**src/rtl/demux_1_to_7_deser_pkg.sv**
```systemverilog
// Shared constants and output-buffer state encoding for the 1:7 deserializer.
package demux_1_to_7_deser_pkg;

   localparam int unsigned LANES = 7;
   localparam int unsigned IDX_W = 3;
   localparam logic [IDX_W-1:0] LAST_LANE = 3'd6;

   typedef logic [0:0] ostate_t;
   localparam ostate_t EMPTY = 1'b0;
   localparam ostate_t FULL  = 1'b1;

endpackage

```
**src/rtl/demux_1_to_7_deser_lane_decoder_3_to_7.sv**
```systemverilog
// 3-to-7 one-hot write-enable decoder; index 7 yields no strobe.
module lane_decoder_3_to_7
   import demux_1_to_7_deser_pkg::*;
(
   input  logic [IDX_W-1:0] idx_i,
   input  logic             en_i,
   output logic [LANES-1:0] we_o
);

   always_comb begin
      we_o = '0;
      for (int k = 0; k < LANES; k++) begin
         we_o[k] = en_i && (idx_i == IDX_W'(k));
      end
   end

endmodule

```
**src/rtl/demux_1_to_7_deser.sv**
```systemverilog
// Serial-to-parallel collector: one bit per valid cycle into 7 lanes, completed
// words held in a single output buffer with valid/ready handshake.
module demux_1_to_7_deser
   import demux_1_to_7_deser_pkg::*;
(
   input  logic             clk,
   input  logic             rst,
   input  logic             din,
   input  logic             din_valid,
   input  logic             frame_start,
   output logic [LANES-1:0] dout,
   output logic             dout_valid,
   input  logic             dout_ready,
   output logic [IDX_W-1:0] lane,
   output logic             overrun,
   input  logic             overrun_clr
);

   logic [IDX_W-1:0] lane_q, lane_d;
   logic [LANES-1:0] shadow_q, shadow_d;
   logic [LANES-1:0] dout_q, dout_d;
   logic             overrun_q, overrun_d;
   ostate_t          state_q, state_d;

   logic [IDX_W-1:0] wr_idx_c;
   logic [LANES-1:0] we_c;
   logic [LANES-1:0] base_c;
   logic [LANES-1:0] word_c;
   logic             complete_c;

   // frame_start restarts the word at lane 0 with an empty shadow
   assign wr_idx_c = frame_start ? '0 : lane_q;
   assign base_c   = frame_start ? '0 : shadow_q;

   lane_decoder_3_to_7 u_dec (
      .idx_i (wr_idx_c),
      .en_i  (din_valid),
      .we_o  (we_c)
   );

   always_comb begin
      word_c = base_c;
      for (int k = 0; k < LANES; k++) begin
         if (we_c[k]) word_c[k] = din;
      end
   end

   assign complete_c = din_valid && (wr_idx_c == LAST_LANE);

   // collect path
   always_comb begin
      lane_d   = lane_q;
      shadow_d = shadow_q;
      if (din_valid) begin
         if (complete_c) begin
            lane_d   = '0;
            shadow_d = '0;
         end else begin
            lane_d   = wr_idx_c + 3'd1;
            shadow_d = word_c;
         end
      end
   end

   // output buffer FSM
   always_comb begin
      state_d   = state_q;
      dout_d    = dout_q;
      overrun_d = overrun_q && !overrun_clr;
      case (state_q)
         EMPTY: begin
            if (complete_c) begin
               dout_d  = word_c;
               state_d = FULL;
            end
         end
         FULL: begin
            if (complete_c) begin
               if (dout_ready) dout_d = word_c;
               else            overrun_d = 1'b1;
            end else if (dout_ready) begin
               state_d = EMPTY;
            end
         end
         default: state_d = EMPTY;
      endcase
   end

   always_ff @(posedge clk) begin
      if (rst) begin
         lane_q    <= '0;
         shadow_q  <= '0;
         dout_q    <= '0;
         overrun_q <= 1'b0;
         state_q   <= EMPTY;
      end else begin
         lane_q    <= lane_d;
         shadow_q  <= shadow_d;
         dout_q    <= dout_d;
         overrun_q <= overrun_d;
         state_q   <= state_d;
      end
   end

   assign dout       = dout_q;
   assign dout_valid = (state_q == FULL);
   assign lane       = lane_q;
   assign overrun    = overrun_q;

endmodule

```
**config.mk**
```make
export PLATFORM = sky130hd
export DESIGN_NAME = demux_1_to_7_deser
export DESIGN_NICKNAME = d
export VERILOG_FILES = /design/src/rtl/demux_1_to_7_deser_pkg.sv /design/src/rtl/demux_1_to_7_deser_lane_decoder_3_to_7.sv /design/src/rtl/demux_1_to_7_deser.sv
export SDC_FILE = /design/constraint.sdc
export NUM_CORES = 1
export LEC_CHECK = 0
export CAP_MARGIN = 20
export CORE_AREA = 3 3 47 49
export DETAILED_ROUTE_END_ITERATION = 10
export DIE_AREA = 0 0 50 52
export HOLD_SLACK_MARGIN = 0.1
export PLACE_DENSITY = 0.75
export SKIP_LAST_GASP = 1
export SLEW_MARGIN = 10
export SYNTH_ARGS = -nofsm -noshare
export SYNTH_HDL_FRONTEND = slang
export SYNTH_HIERARCHICAL = 1
export SYNTH_SLANG_ARGS = --single-unit
```
**constraint.sdc**
```tcl
create_clock -name clk -period 6.6 [get_ports clk]
set_clock_uncertainty 0.15 [all_clocks]
set_input_delay 1.32 -clock clk [delete_from_list [all_inputs] [get_ports clk]]
set_output_delay 1.32 -clock clk [all_outputs]
set_load 0.02 [all_outputs]
```
==> results of run 1 <==
==> metal layers <==
layer  wire length [um]  GRT usage
met1                979      0.217
met3                 83     0.0430
met4                 22     0.0829
met2               1010      0.300
met5                  0          0
==> registers in the layout, indices dropped and copies added, names as in the netlist <==
register and count:
shadow_q 7, dout 7, lane 3, overrun 1, dout_valid 1
==> power groups by stage <==
stage / clock network (W) / logic (W) / registers [W]
after floorplan: 0 / 0.00000938 / 0.000120
after detailed placement: 0 / 0.0000178 / 0.000119
after CTS: 0.0000601 / 0.0000179 / 0.000117
after global placement: 0 / 0.0000175 / 0.000119
after global routing: 0.0000627 / 0.0000194 / 0.000117
final: 0.0000576 / 0.0000179 / 0.000117
==> cells by family after synthesis <==
| logic type | after synthesis | share of synthesized area |
|---|---|---|
| AO/OA/AOI/OAI | 35 | 0.245 |
| adder cells (fa/ha/maj) | 2 | 0.0259 |
| buffers and inverters | 8 | 0.0545 |
| flip-flops | 19 | 0.394 |
| AND/OR/NAND/NOR | 38 | 0.280 |
==> final cells by class <==
class                   count  area, sq um
clock buffers               3         22.5
clock inverters             1         5.00
fillers                   167          741
inverters                   2         7.51
multi-input cells          75          532
flip-flops and latches     19          380
well taps                  27         33.8
repair buffers             18          180
==> metrics by stage <==
stage	instance area, sq um	std cells	utilization	power, W
6_report	1160	145	0.611	0.000192
5_1_grt	1160	145	0.611	0.000199
4_1_cts	1160	145	0.611	0.000195
3_5_place_dp	1130	141	0.596	0.000137
3_3_place_gp	1130	141	0.596	0.000137
2_1_floorplan	965	102	-	0.000129
==> worst min path at each step <==
stage                           start          end  slack [ps]  cells after the start
after floorplan           shadow_q[0]  shadow_q[0]         270                      2
after global placement    shadow_q[6]  shadow_q[6]         280                      2
after detailed placement  shadow_q[0]  shadow_q[0]         290                      2
after CTS                 shadow_q[0]  shadow_q[0]         310                      2
after global routing      shadow_q[6]  shadow_q[6]         350                      2
final                     shadow_q[4]  shadow_q[4]         310                      2
==> critical path, delay by kind of cell <==
family / cells / cell delay [ps]
AOI/OAI and AO/OA: 1 / 90
adders and majority gates: 1 / 310
buffers and inverters: 1 / 640
and+or+nand+nor: 3 / 1210
==> cells in the mapped netlist <==
cell / n / area (sq um)
a211oi_1: 1 / 7.51
a211oi_2: 7 / 87.6
a21oi_1: 18 / 90.1
a2bb2oi_1: 1 / 8.76
and2_4: 1 / 8.76
and4b_1: 1 / 10.0
and4b_2: 3 / 33.8
and4bb_1: 1 / 12.5
and4bb_2: 2 / 25.0
buf_1: 1 / 3.75
buf_6: 3 / 33.8
clkbuf_1: 2 / 7.51
dfxtp_1: 19 / 380
ha_1: 2 / 25.0
inv_1: 2 / 7.51
nand2_1: 8 / 30.0
nand2b_1: 4 / 25.0
nand3b_1: 4 / 30.0
nor2_1: 4 / 15.0
nor2b_1: 2 / 12.5
nor3b_1: 7 / 52.6
nor4b_2: 1 / 15.0
o21ai_0: 7 / 35.0
o31ai_1: 1 / 7.51
==> flow_summary.yaml, run 1 <==
synthesis:
  yosys_warnings: 6
  ys_types: 24
  synth_area_sq_um: 965
  synth_seq_area_share: 0.394
  syn_nets: 111
  synthCells: 102
  syn_avg_cell_area_sq_um: 9.46
  synth_seq_cells: 19
grt:
  overflow: 0
  grt_pass1_vias: 781
  grt_max_degree: 17
  grt_pass1_wl_um: 3480
  grt_usage: 0.180
  antenna_found_initial: 0
cells_and_area:
  area_delta_synth_final_pct: 20.4
  nets: 128
  drive_above_1_share: 0.153
  diodes: 0
  layout_common_cells: "19 x dfxtp_1, 18 x a21oi_1, 18 x clkdlybuf4s50_1, 8 x nand2_1"
  mostFrequentLayoutCell: "dfxtp_1"
place:
  io_buffers: 18
  hpwl_um: 1530
  gp_congestion: 0.733
  place_ws_ps: 2720
die:
  num_io_pins: 19
  die_area_sq_um: 2600
  coreArea_sq_um: 1900
  die_w_um: 50
  start_util: 0.507
  fp.dieH_um: 52
  core.rowCount: 16
route:
  antenna_left: 0
  firstDrtPassIters: 4
  drt_wl_total_um: 2100
  drt_iter0_markers: 18
  viasPerCell: 5.39
  drc: 0
  detail_route.wl_per_cell_um: 14.5
  vias: 782
clocking:
  cts_sinks: 19
  insertion_delay_ps: 290
  cts_resized: 0
  cts_tree: "built"
  htree_levels: 1
  cts_buffers: 3
  clockRootBuffer: "clkbuf_4"
  clk_pin_slew_ps: 110
  hold_buffers: 0
  clk_path_buf_depth: 2
  cts_setup_buffers: 0
power:
  clock_power_share: 0.300
  p_comb_frac: 0.093
  p_leak_nw: 0.386
  power.internal_w: 0.000146
  p_switching_w: 0.0000460
  pwr-share-seq: 0.607
  switching_share: 0.239
  irDropWorstVdd_uv: 109
  p_per_area_nw_per_um2: 165
sta:
  finalSetupViolations: 0
  tns_ps: 0
  rsz0062_at_grt: "false"
  whs_ps: 313
  fin_ws_ps: 3030
  slew_violations: 0
  worst_pin_slew_ps: 605
  period_needed_ps: 3570
  max_slew_margin: 0.595
  fmax_mhz: 280
  fin_crit_sh: 0.540
  final-hold-violation-count: 0
critical_path:
  endpoint_kind: "register"
  r2r-start: "lane[1]"
  critPathMaxStageDelay_ps: 640
  crit_required_ps: 6610
  crit_chain: "clkdlybuf4s50_1 -> nor2b_1 -> ha_1 -> and4b_1 -> and2_4 -> a211oi_2"
  critical_path_class: "in2reg"
  crit_fanout: 14
  r2r-end: "dout[5]"
  crit_path_start: "frame_start"
  r2r_cells: 5
  crit_path_end: "dout[5]"
  worstPathArrival_ps: 3580
  ff2ff_setup_slack_ps: 4410
  crit_slowest_cell: "clkdlybuf4s50_1"
  start_kind: "input port"
run:
  drv_cap: 0
hold_path:
  hold_class: "reg2reg"
outcome:
  outcome: "finished clean"
(Power assumes the default switching activity.)
==> inputs of run 2 (changes only) <==
--- a/config.mk
+++ b/config.mk
@@ -6,11 +6,11 @@
 export NUM_CORES = 1
 export LEC_CHECK = 0
 export CAP_MARGIN = 20
-export CORE_AREA = 3 3 47 49
+export CORE_AREA = 3 3 49 51
 export DETAILED_ROUTE_END_ITERATION = 10
-export DIE_AREA = 0 0 50 52
+export DIE_AREA = 0 0 52 54
 export HOLD_SLACK_MARGIN = 0.1
-export PLACE_DENSITY = 0.75
+export PLACE_DENSITY = 0.69
 export SKIP_LAST_GASP = 1
 export SLEW_MARGIN = 10
 export SYNTH_ARGS = -nofsm -noshare
==> constraint.sdc (replaced) <==
create_clock -name clk -period 3.7 [get_ports clk]
set_clock_uncertainty 0.15 [all_clocks]
set_input_delay 0.74 -clock clk [delete_from_list [all_inputs] [get_ports clk]]
set_output_delay 0.74 -clock clk [all_outputs]
set_load 0.02 [all_outputs]
==> flow_summary.yaml, run 2 (synthesis results as in run 1) <==
route:
  vias: 790
  drt_wl_total_um: 2040
  viasPerCell: 5.41
  wirelength_met1_um: 1070
  dr_wl_met3_um: 100
  firstDrtPassIters: 4
  drt_iter0_markers: 18
  top_layer_used: "met4"
  detail_route.wl_per_cell_um: 14.0
  antenna_left: 0
  drc: 0
  wl_met2_um: 849
power:
  power.internal_w: 0.000261
  p_comb_frac: 0.097
  p_switching_w: 0.0000825
  p_leak_nw: 0.390
  pwr-share-seq: 0.605
  p_per_area_nw_per_um2: 294
  switching_share: 0.240
  irDropWorstVdd_uv: 240
  clock_power_share: 0.299
clocking:
  insertion_delay_ps: 290
  cts_buffers: 3
  cts_tree: "built"
  clk_path_buf_depth: 2
  htree_levels: 1
  clk_pin_slew_ps: 110
  cts_setup_buffers: 0
  clockRootBuffer: "clkbuf_4"
  hold_buffers: 0
  cts_resized: 0
  cts_sinks: 19
die:
  coreArea_sq_um: 1980
  fp.dieH_um: 54
  die_area_sq_um: 2810
  num_io_pins: 19
  start_util: 0.487
  core.rowCount: 16
  die_w_um: 52
sta:
  fin_crit_sh: 0.724
  rsz0062_at_grt: "false"
  finalSetupViolations: 0
  max_slew_margin: 0.587
  whs_ps: 307
  worst_pin_slew_ps: 617
  final-hold-violation-count: 0
  period_needed_ps: 2680
  slew_violations: 0
  fin_ws_ps: 1020
  tns_ps: 0
  fmax_mhz: 373
cells_and_area:
  area_delta_synth_final_pct: 21.1
  drive_above_1_share: 0.160
  nets: 129
  mostFrequentLayoutCell: "dfxtp_1"
  diodes: 0
  layout_common_cells: "19 x dfxtp_1, 18 x a21oi_1, 18 x clkdlybuf4s50_1, 8 x nand2_1"
place:
  io_buffers: 18
  gp_congestion: 0.756
  place_ws_ps: 736
  hpwl_um: 1460
run:
  drv_cap: 0
critical_path:
  crit_chain: "clkdlybuf4s50_1 -> nor2b_1 -> ha_1 -> and4b_1 -> and2_4 -> a211oi_2"
  crit_slowest_cell: "clkdlybuf4s50_1"
  start_kind: "input port"
  worstPathArrival_ps: 2690
  critical_path_class: "in2reg"
  crit_fanout: 10
  crit_required_ps: 3710
  cp_num_buf_inv: 1
  path_delay_family: "simple AND/OR/NAND/NOR gates"
  endpoint_kind: "register"
  critPathMaxStageDelay_ps: 420
grt:
  overflow: 0
  grt_max_degree: 17
  antenna_found_initial: 0
  grt_usage: 0.164
  grt_pass1_vias: 762
  grt_pass1_wl_um: 3430
hold_path:
  hold_class: "reg2reg"
outcome:
  outcome: "finished clean"
==> run 2: cell count changes in the layout (fill, tap and decap cells not counted), sizes merged <==
| cell | before | now |
|---|---|---|
| buf | 0 | 1 |
==> run 2: final timing paths <==
path / cells after the start / startpoint / end / slack (ps)
worst max-delay path: 6 / frame_start / dout[0] / 1020
worst min-delay path: 2 / shadow_q[1] / shadow_q[1] / 310
worst max register to register: 5 / lane[1] / dout[0] / 1480
worst min register to register: 2 / shadow_q[1] / shadow_q[1] / 310
==> run 2: power by group through the flow <==
stage	Combinational, W	Clock, W	Sequential, W
after global placement	0.0000325	0	0.000213
after floorplan	0.0000167	0	0.000214
final	0.0000332	0.000103	0.000208
after detailed placement	0.0000329	0	0.000213
after CTS	0.0000331	0.000107	0.000208
after global routing	0.0000364	0.000113	0.000208
==> run 2: stage by stage <==
step / instances / utilization / cell area, sq um / total power, W
2_1_floorplan: 102 / - / 965 / 0.000231
3_3_place_gp: 142 / 0.576 / 1140 / 0.000245
3_5_place_dp: 142 / 0.576 / 1140 / 0.000246
4_1_cts: 146 / 0.590 / 1170 / 0.000348
5_1_grt: 146 / 0.590 / 1170 / 0.000358
6_report: 146 / 0.590 / 1170 / 0.000344
==> run 2: layer usage <==
metal,global-route usage,vias to the layer above
li1,-,411
met1,0.225,358
met2,0.251,19
met3,0.0416,2
met4,0.0524,0
met5,0,-
==> run 2: tightest hold or removal path, delay by kind of cell (launching register included) <==
kind	cells	cell delay, ps
flip-flops	1	340
AO/OA/AOI/OAI	1	50
AND/OR/NAND/NOR	1	40
==> run 2: cell type report <==
class                           count  area [sq um]
Tap cell                           27          33.8
Timing Repair Buffer               19           188
Clock buffer                        3          22.5
Clock inverter                      1          5.00
Sequential cell                    19           380
Fill cell                         173           813
Multi-Input combinational cell     75           532
Inverter                            2          7.51
